--- src/rtl/lamp_timer_ctrl.sv ---
// lamp_timer_ctrl
//   Staircase lamp controller for three switches. Each raw switch is synchronised
//   and debounced. Any accepted change is a toggle request, combined by parity so
//   the lamp behaves like F = S1^S2^S3. While the lamp is on, an auto-off timer runs.
//   warn flags the final WARN_CYCLES cycles of the on period. tmo pulses for one
//   cycle when the timer switches the lamp off.
//
// Ports
//   clk         in   1  rising-edge clock
//   rst         in   1  synchronous, active-high reset
//   S1,S2,S3    in   1  raw asynchronous switch levels
//   F           out  1  lamp drive, 1 = on
//   warn        out  1  high during the last WARN_CYCLES cycles of the on period
//   tmo         out  1  one-cycle pulse when the lamp is switched off by timeout
//   toggle_cnt  out  8  count of accepted lamp toggles, wraps 255->0
module lamp_timer_ctrl #(
    parameter int unsigned DEBOUNCE_CYCLES = 4,
    parameter int unsigned TIMEOUT_CYCLES  = 20,
    parameter int unsigned WARN_CYCLES     = 5
) (
    input  logic       clk,
    input  logic       rst,
    input  logic       S1,
    input  logic       S2,
    input  logic       S3,
    output logic       F,
    output logic       warn,
    output logic       tmo,
    output logic [7:0] toggle_cnt
);

    localparam int unsigned DC_W  = $clog2(DEBOUNCE_CYCLES);
    localparam int unsigned PC_W  = $clog2(DEBOUNCE_CYCLES + 2) + 1;
    localparam int unsigned TMR_W = $clog2(TIMEOUT_CYCLES) + 1;

    localparam logic [DC_W-1:0]  DC_LAST  = DC_W'(DEBOUNCE_CYCLES - 1);
    localparam logic [PC_W-1:0]  PC_LAST  = PC_W'(DEBOUNCE_CYCLES + 1);
    localparam logic [TMR_W-1:0] TMR_WARN = TMR_W'(TIMEOUT_CYCLES - WARN_CYCLES - 1);
    localparam logic [TMR_W-1:0] TMR_LAST = TMR_W'(TIMEOUT_CYCLES - 1);

    typedef enum logic [1:0] {
        ST_OFF,
        ST_ON,
        ST_WARN
    } state_t;

    logic [2:0]      raw;
    logic [2:0]      sync1;
    logic [2:0]      s;
    logic [2:0]      db;
    logic [2:0]      evt;
    logic [DC_W-1:0] dc [3];
    logic [PC_W-1:0] pc;
    logic            primed;
    logic            p;

    state_t          state;
    state_t          state_nx;
    logic [TMR_W-1:0] tmr;
    logic [TMR_W-1:0] tmr_nx;
    logic [7:0]      cnt_nx;
    logic            tmo_nx;

    assign raw = {S3, S2, S1};

    // Synchroniser, priming and per-switch debounce. During priming, db simply
    // follows the synchronised level. As a result, whatever the switches read
    // at reset becomes the baseline and never counts as a change.
    always_ff @(posedge clk) begin
        if (rst) begin
            sync1  <= '0;
            s      <= '0;
            db     <= '0;
            evt    <= '0;
            pc     <= '0;
            primed <= 1'b0;
            p      <= 1'b0;
            for (int unsigned i = 0; i < 3; i++) begin
                dc[i] <= '0;
            end
        end else begin
            sync1 <= raw;
            s     <= sync1;
            // Odd number of simultaneous accepted changes toggles the lamp.
            p     <= ^evt;
            if (!primed) begin
                pc <= pc + 1'b1;
                if (pc == PC_LAST) begin
                    primed <= 1'b1;
                end
            end
            for (int unsigned i = 0; i < 3; i++) begin
                evt[i] <= 1'b0;
                if (!primed) begin
                    db[i] <= s[i];
                    dc[i] <= '0;
                end else if (s[i] == db[i]) begin
                    dc[i] <= '0;
                end else if (dc[i] == DC_LAST) begin
                    db[i]  <= s[i];
                    dc[i]  <= '0;
                    evt[i] <= 1'b1;
                end else begin
                    dc[i] <= dc[i] + 1'b1;
                end
            end
        end
    end

    always_ff @(posedge clk) begin
        if (rst) begin
            state      <= ST_OFF;
            tmr        <= '0;
            toggle_cnt <= '0;
            tmo        <= 1'b0;
        end else begin
            state      <= state_nx;
            tmr        <= tmr_nx;
            toggle_cnt <= cnt_nx;
            tmo        <= tmo_nx;
        end
    end

    // A toggle request is checked before the timer. When a toggle and the
    // timeout land on the same cycle, the toggle wins and no tmo pulse is made.
    always_comb begin
        state_nx = state;
        tmr_nx   = tmr;
        cnt_nx   = toggle_cnt;
        tmo_nx   = 1'b0;
        case (state)
            ST_OFF: begin
                if (p) begin
                    state_nx = ST_ON;
                    tmr_nx   = '0;
                    cnt_nx   = toggle_cnt + 8'd1;
                end
            end
            ST_ON: begin
                if (p) begin
                    state_nx = ST_OFF;
                    cnt_nx   = toggle_cnt + 8'd1;
                end else begin
                    tmr_nx = tmr + 1'b1;
                    if (tmr == TMR_WARN) begin
                        state_nx = ST_WARN;
                    end
                end
            end
            ST_WARN: begin
                if (p) begin
                    state_nx = ST_OFF;
                    cnt_nx   = toggle_cnt + 8'd1;
                end else begin
                    tmr_nx = tmr + 1'b1;
                    if (tmr == TMR_LAST) begin
                        state_nx = ST_OFF;
                        tmo_nx   = 1'b1;
                    end
                end
            end
            default: begin
                state_nx = ST_OFF;
            end
        endcase
    end

    assign F    = (state == ST_ON) || (state == ST_WARN);
    assign warn = (state == ST_WARN);

endmodule
--- config.mk ---
export PLATFORM = sky130hd
export DESIGN_NAME = lamp_timer_ctrl
export DESIGN_NICKNAME = d
export VERILOG_FILES = /design/src/rtl/lamp_timer_ctrl.sv
export SDC_FILE = /design/constraint.sdc
export NUM_CORES = 1
export LEC_CHECK = 0
export CAP_MARGIN = 25
export CORE_MARGIN = 3
export CORE_UTILIZATION = 45
export CTS_BUF_LIST = sky130_fd_sc_hd__clkbuf_2 sky130_fd_sc_hd__clkbuf_4 sky130_fd_sc_hd__clkbuf_8
export CTS_CLUSTER_DIAMETER = 200
export DETAILED_ROUTE_END_ITERATION = 6
export SYNTH_ARGS = -nofsm -noshare
export SYNTH_HDL_FRONTEND = slang
export SYNTH_SLANG_ARGS = --single-unit
--- constraint.sdc ---
create_clock -name clk -period 1.8 [get_ports clk]
set_input_delay 0.18 -clock clk [delete_from_list [all_inputs] [get_ports clk]]
set_output_delay 0.18 -clock clk [all_outputs]
set_load 0.005 [all_outputs]
Word-level counts from Yosys, hierarchy flattened
Memories as Yosys holds them, arrays and structs flattened.
Index checks and enable logic that the tools add are counted.
{ "op_classes": {"n_addsub": 6, "n_mul": 0, "n_div": 0, "n_lt_le_gt_ge": 0, "n_eq_ne": 21, "shifts": 0, "mux": 80, "bitwise": 13, "n_reduce_logical": 13} }
{ "ops": {"columns": ["op", "n"], "rows": [
  ["$mux 1", 59],
  ["$mux 2", 17],
  ["$mux 6", 2],
  ["$or 1x1->1", 12],
  ["$pmux 6 s2", 1],
  ["$ne 2x2->1 const B", 5],
  ["$add 8x1->8 const B", 1],
  ["$eq 2x2->1 const B", 4],
  ["$reduce_and 2->1", 4],
  ["$add 2x1->2 const B", 3],
  ["$add 6x1->6 const B", 1],
  ["$eq 6x4->1 const B", 1],
  ["$eq 6x5->1 const B", 1],
  ["$ne 2x1->1 const B", 3],
  ["$pmux 2 s3", 1],
  ["$reduce_and 3->1", 2],
  ["$reduce_or 3->1", 2],
  ["$add 4x1->4 const B", 1],
  ["$eq 4x3->1 const B", 1],
  ["$eq 1x1->1", 3],
  ["$ne 3x1->1 const B", 1],
  ["$ne 3x3->1 const B", 1],
  ["$reduce_xor 3->1", 1],
  ["$eq 2x1->1 const B", 1],
  ["other kinds (5)", 5]
]} }
{ "totals": {"ff_bits": 35, "latchBits": 0, "mem_bits_rw": 6, "romBits": 0, "output_inout_bits": 11, "wordCells": 147, "mem_count": 1} }
{ "mem_list": {"columns": ["memory", "depth", "word_bits", "read_ports", "rd_clocked_by_memory_dff", "wr", "line", "text"], "rows": [
  ["dc", 3, 2, 3, 0, 3, "52", "logic [DC_W-1:0] dc [3];"]
]} }

Logic depth before layout (Yosys ltp)
{ "depth": {"word_depth": 8, "ltp_mapped": 6, "ltp_nobuf": 5} }

Least setup slack after synthesis
No wires, ideal clock.
{ "synth_path": {"kind": "register to register", "start": "register state[0]", "end": "register tmr[5]", "setup_time_ps": 72, "arrival_ps": 1636, "required_ps": 1728, "path_slack_ps": 93, "path_stages_with_launch": 7, "path_buffers": 1, "path_cell_list": "dfxtp_1 inv_1 ha_1 or3b_1 buf_6 a211oi_2 mux2i_1"} }
{ "synth_between": {"elab_chain_cells": 4} }
{ "synth_rtl": {"columns": ["element", "line", "text"], "rows": [
  ["start, declared", "57", "state_t state;"],
  ["start signal, assigned", "117", "state <= state_nx;"],
  ["$eq 2x2->1 or $eq 2x1->1 (tied branches)", "131", "case (state)"],
  ["$reduce_or 2->1 (no source line)", null, null],
  ["$ne 2x2->1 (no source line) or $reduce_bool 2->1 (tied branches)", null, null],
  ["$reduce_and 3->1 (no source line)", null, null],
  ["end signal, assigned", "118", "tmr <= tmr_nx;"],
  ["end, declared", "59", "logic [TMR_W-1:0] tmr;"]
]} }
Parallel ways exist; a longest one is shown, timed or not.
A chain may end at the register's enable or synchronous reset.

Worst setup path in the final report
{ "layout_path": {"start": "register state[1]", "end": "register state[1]"} }
{ "layout_between": {"elab_chain_cells": 3} }
{ "layout_rtl": {"columns": ["element", "line"], "rows": [
  ["$eq 2x1->1 (tied with other cells)", "131"],
  ["$ne 3x3->1 (no source line) (tied with other cells)", null],
  ["$reduce_and 3->1 (no source line)", null]
]} }
Parallel ways exist; a longest one is shown, timed or not.

==> impl_metrics.ini <==
[die]
fp.dieArea_um2 = 5060
start_util = 0.471
dieHeight_um = 71.1
core_um2 = 4060
boundaryPins = 16
num_rows = 23
die_x_um = 71.1

[place]
portBuffers = 15
place_ws_ns = 0.0176
hpwl_um = 2620
place.gp.congestion = 0.879

[logic_synthesis]
syn_avg_cell_area_um2 = 9.84
synthArstFlopShare = 0
yosysTopAreaCell = dfxtp_1
synth_flop_cell = dfxtp_1
synth_seq_cells = 41
ys_types = 41
seq_area_frac_synth = 0.461
syn_area_um2 = 1910
syn_inst = 194
synth_warnings = 0
synth-edff-count = 6
synthTopCellsByArea = dfxtp_1 (37%), edfxtp_1 (9.4%), ha_1 (7.9%)
netlist.area_leader.share = 0.367

[setup_path]
crit_path_cell_trace = inv_1 > ha_1 > or4b_2 > o211ai_1 > nor3_1
critPathKind = flop to flop
end_kind = flop
critPathMaxStageDelay_ns = 0.68
slowest_stage = or4b_2
start_kind = flop
arrival_ns = 1.89
crit_fanout = 7
critPathRequiredTime_ns = 1.98

[clocking]
tritoncts = yes
path_clk_slew_ns = 0.08
hold_buffers = 0
ctsHtreeMaxLevel = 2
post_cts_buffers = 0
clock_path_buffers = 2
numCtsBuffers = 5
cts-resized-gates = 1
clock_latency_ns = 0.29
clock-sinks = 41
cts_root_buffer = clkbuf_8

[power_and_ir_drop]
ir_drop_v = 0.000476
power.density_nw_per_um2 = 747
p_leak_nw = 0.821

[detailed_routing]
drc = 0
wl_per_cell_um = 12.9
drt_iter0_drc = 69
vias = 1405
drt_wl_total_um = 3480
firstDrtPassIters = 4
ant_nets = 0
viasPerCell = 5.20

[cells_and_area]
syn2layout_area_growth_pct = 17.4
final_layout_size_suffix_gt1_frac = 0.0864
layout_commonest_cell = dfxtp_1
final_cell_mix = dfxtp_1 (35), clkdlybuf4s50_1 (15), nor2_1 (14)
nNetsFinal = 236
antennaDiodeCount = 0

[timing]
period_minus_slack_ns = 1.71
hold_violations = 0
setup_ws_ns = 0.0885
rsz0062_at_grt = no
fmax_ghz = 0.584
fin_crit_sh = 0.951
finalClockSkew_ns = 0.00242
finalMaxSlewViolations = 0
fin_tns_setup_ns = 0
setup_violations = 0

[global_routing]
gr-total-overflow = 0
track_usage = 0.153
antenna_found_initial = 0
grt_max_degree = 24
grt_pass1_wl_um = 6150
grt_pass1_vias = 1427

[run_status]
status = complete, no violations

[hold_path]
hold_class = input port to flop

[flow_run]
max_cap_violations = 0
## cell families after synthesis
family          synth area share
compound gates            0.0865
xor+xnor                  0.0459
fa+ha+maj                 0.0786
buf+inv                   0.0400
flops                      0.461
mux                       0.0367
other cells              0.00196
simple gates               0.249
## worst max-delay path, delay by kind of cell, from the launching register on
family / cells / cell delay (ns)
buffers and inverters: 1 / 0.08
AOI/OAI and AO/OA: 1 / 0.18
DFF: 1 / 0.34
and+or+nand+nor: 2 / 0.76
adders and majority gates: 1 / 0.25
## area by class of cell
type	instances	area, µm²
well taps	50	62.6
flip-flops and latches	41	881
inverters	8	30.0
clock inverters	3	17.5
fillers	357	1820
repair buffers	21	208
multi-input cells	142	973
clock buffers	5	68.8
## stage by stage
step                power, W  instances  instance area, µm²   util  hold slack (ns)
detailed placement   0.00112        262                2150  0.530            0.427
global placement     0.00111        262                2150  0.530            0.418
CTS                  0.00170        270                2240  0.552            0.433
finish               0.00167        270                2240  0.552            0.438
floorplan            0.00107        199                1930      -            0.308
global route         0.00175        270                2240  0.552            0.438
## sequential cells by signal (all words and copies together) (netlist names)
name / count
primed: 1
p: 1
tmr: 6
evt: 3
sync1: 3
toggle_cnt: 8
s: 3
state: 2
pc: 4
db: 3
tmo: 1
dc: 6
## per-layer routing
metal,track usage,part of all wire,up-vias
met4,0.0626,0.025,0
li1,-,-,724
met2,0.256,0.48,15
met1,0.184,0.47,657
met3,0.0426,0.023,9
met5,0,0,-
## path summary, 6_finish.rpt
path	startpoint	end	slack, ns	cells after the start
worst max-delay path	state[1]	state[1]	0.09	5
worst max register to register	state[1]	state[1]	0.09	5
worst min register to register	sync1[1]	s[1]	0.44	1
worst min-delay path	S2	sync1[1]	0.44	2
## synth_stat cells, types with 2 or more instances
master and number:
edfxtp_1 6, nand2b_1 5, o31ai_1 2, o21ai_0 4, a21oi_1 11, xor2_1 4
nor2b_1 8, inv_1 8, xnor2_1 6, or3_1 4, or4_1 2, or3b_1 2
nor3b_1 4, clkbuf_1 5, buf_6 2, nand3b_1 7, nor4bb_1 2, nor4_1 2
dfxtp_1 35, ha_1 12, nor2_1 14, nand4_1 2, nor3_1 3, nand3_1 12
nand2_1 8, mux2i_1 7, o211ai_1 2, nor4b_1 2
## where the power goes
| part | total, W | switching [W] | internal (W) |
|---|---|---|---|
| Sequential | 0.000971 | 0.0000186 | 0.000952 |
| Clock | 0.000576 | 0.000309 | 0.000267 |
| Combinational | 0.000127 | 0.0000607 | 0.0000662 |
(Power assumes the default switching activity.)
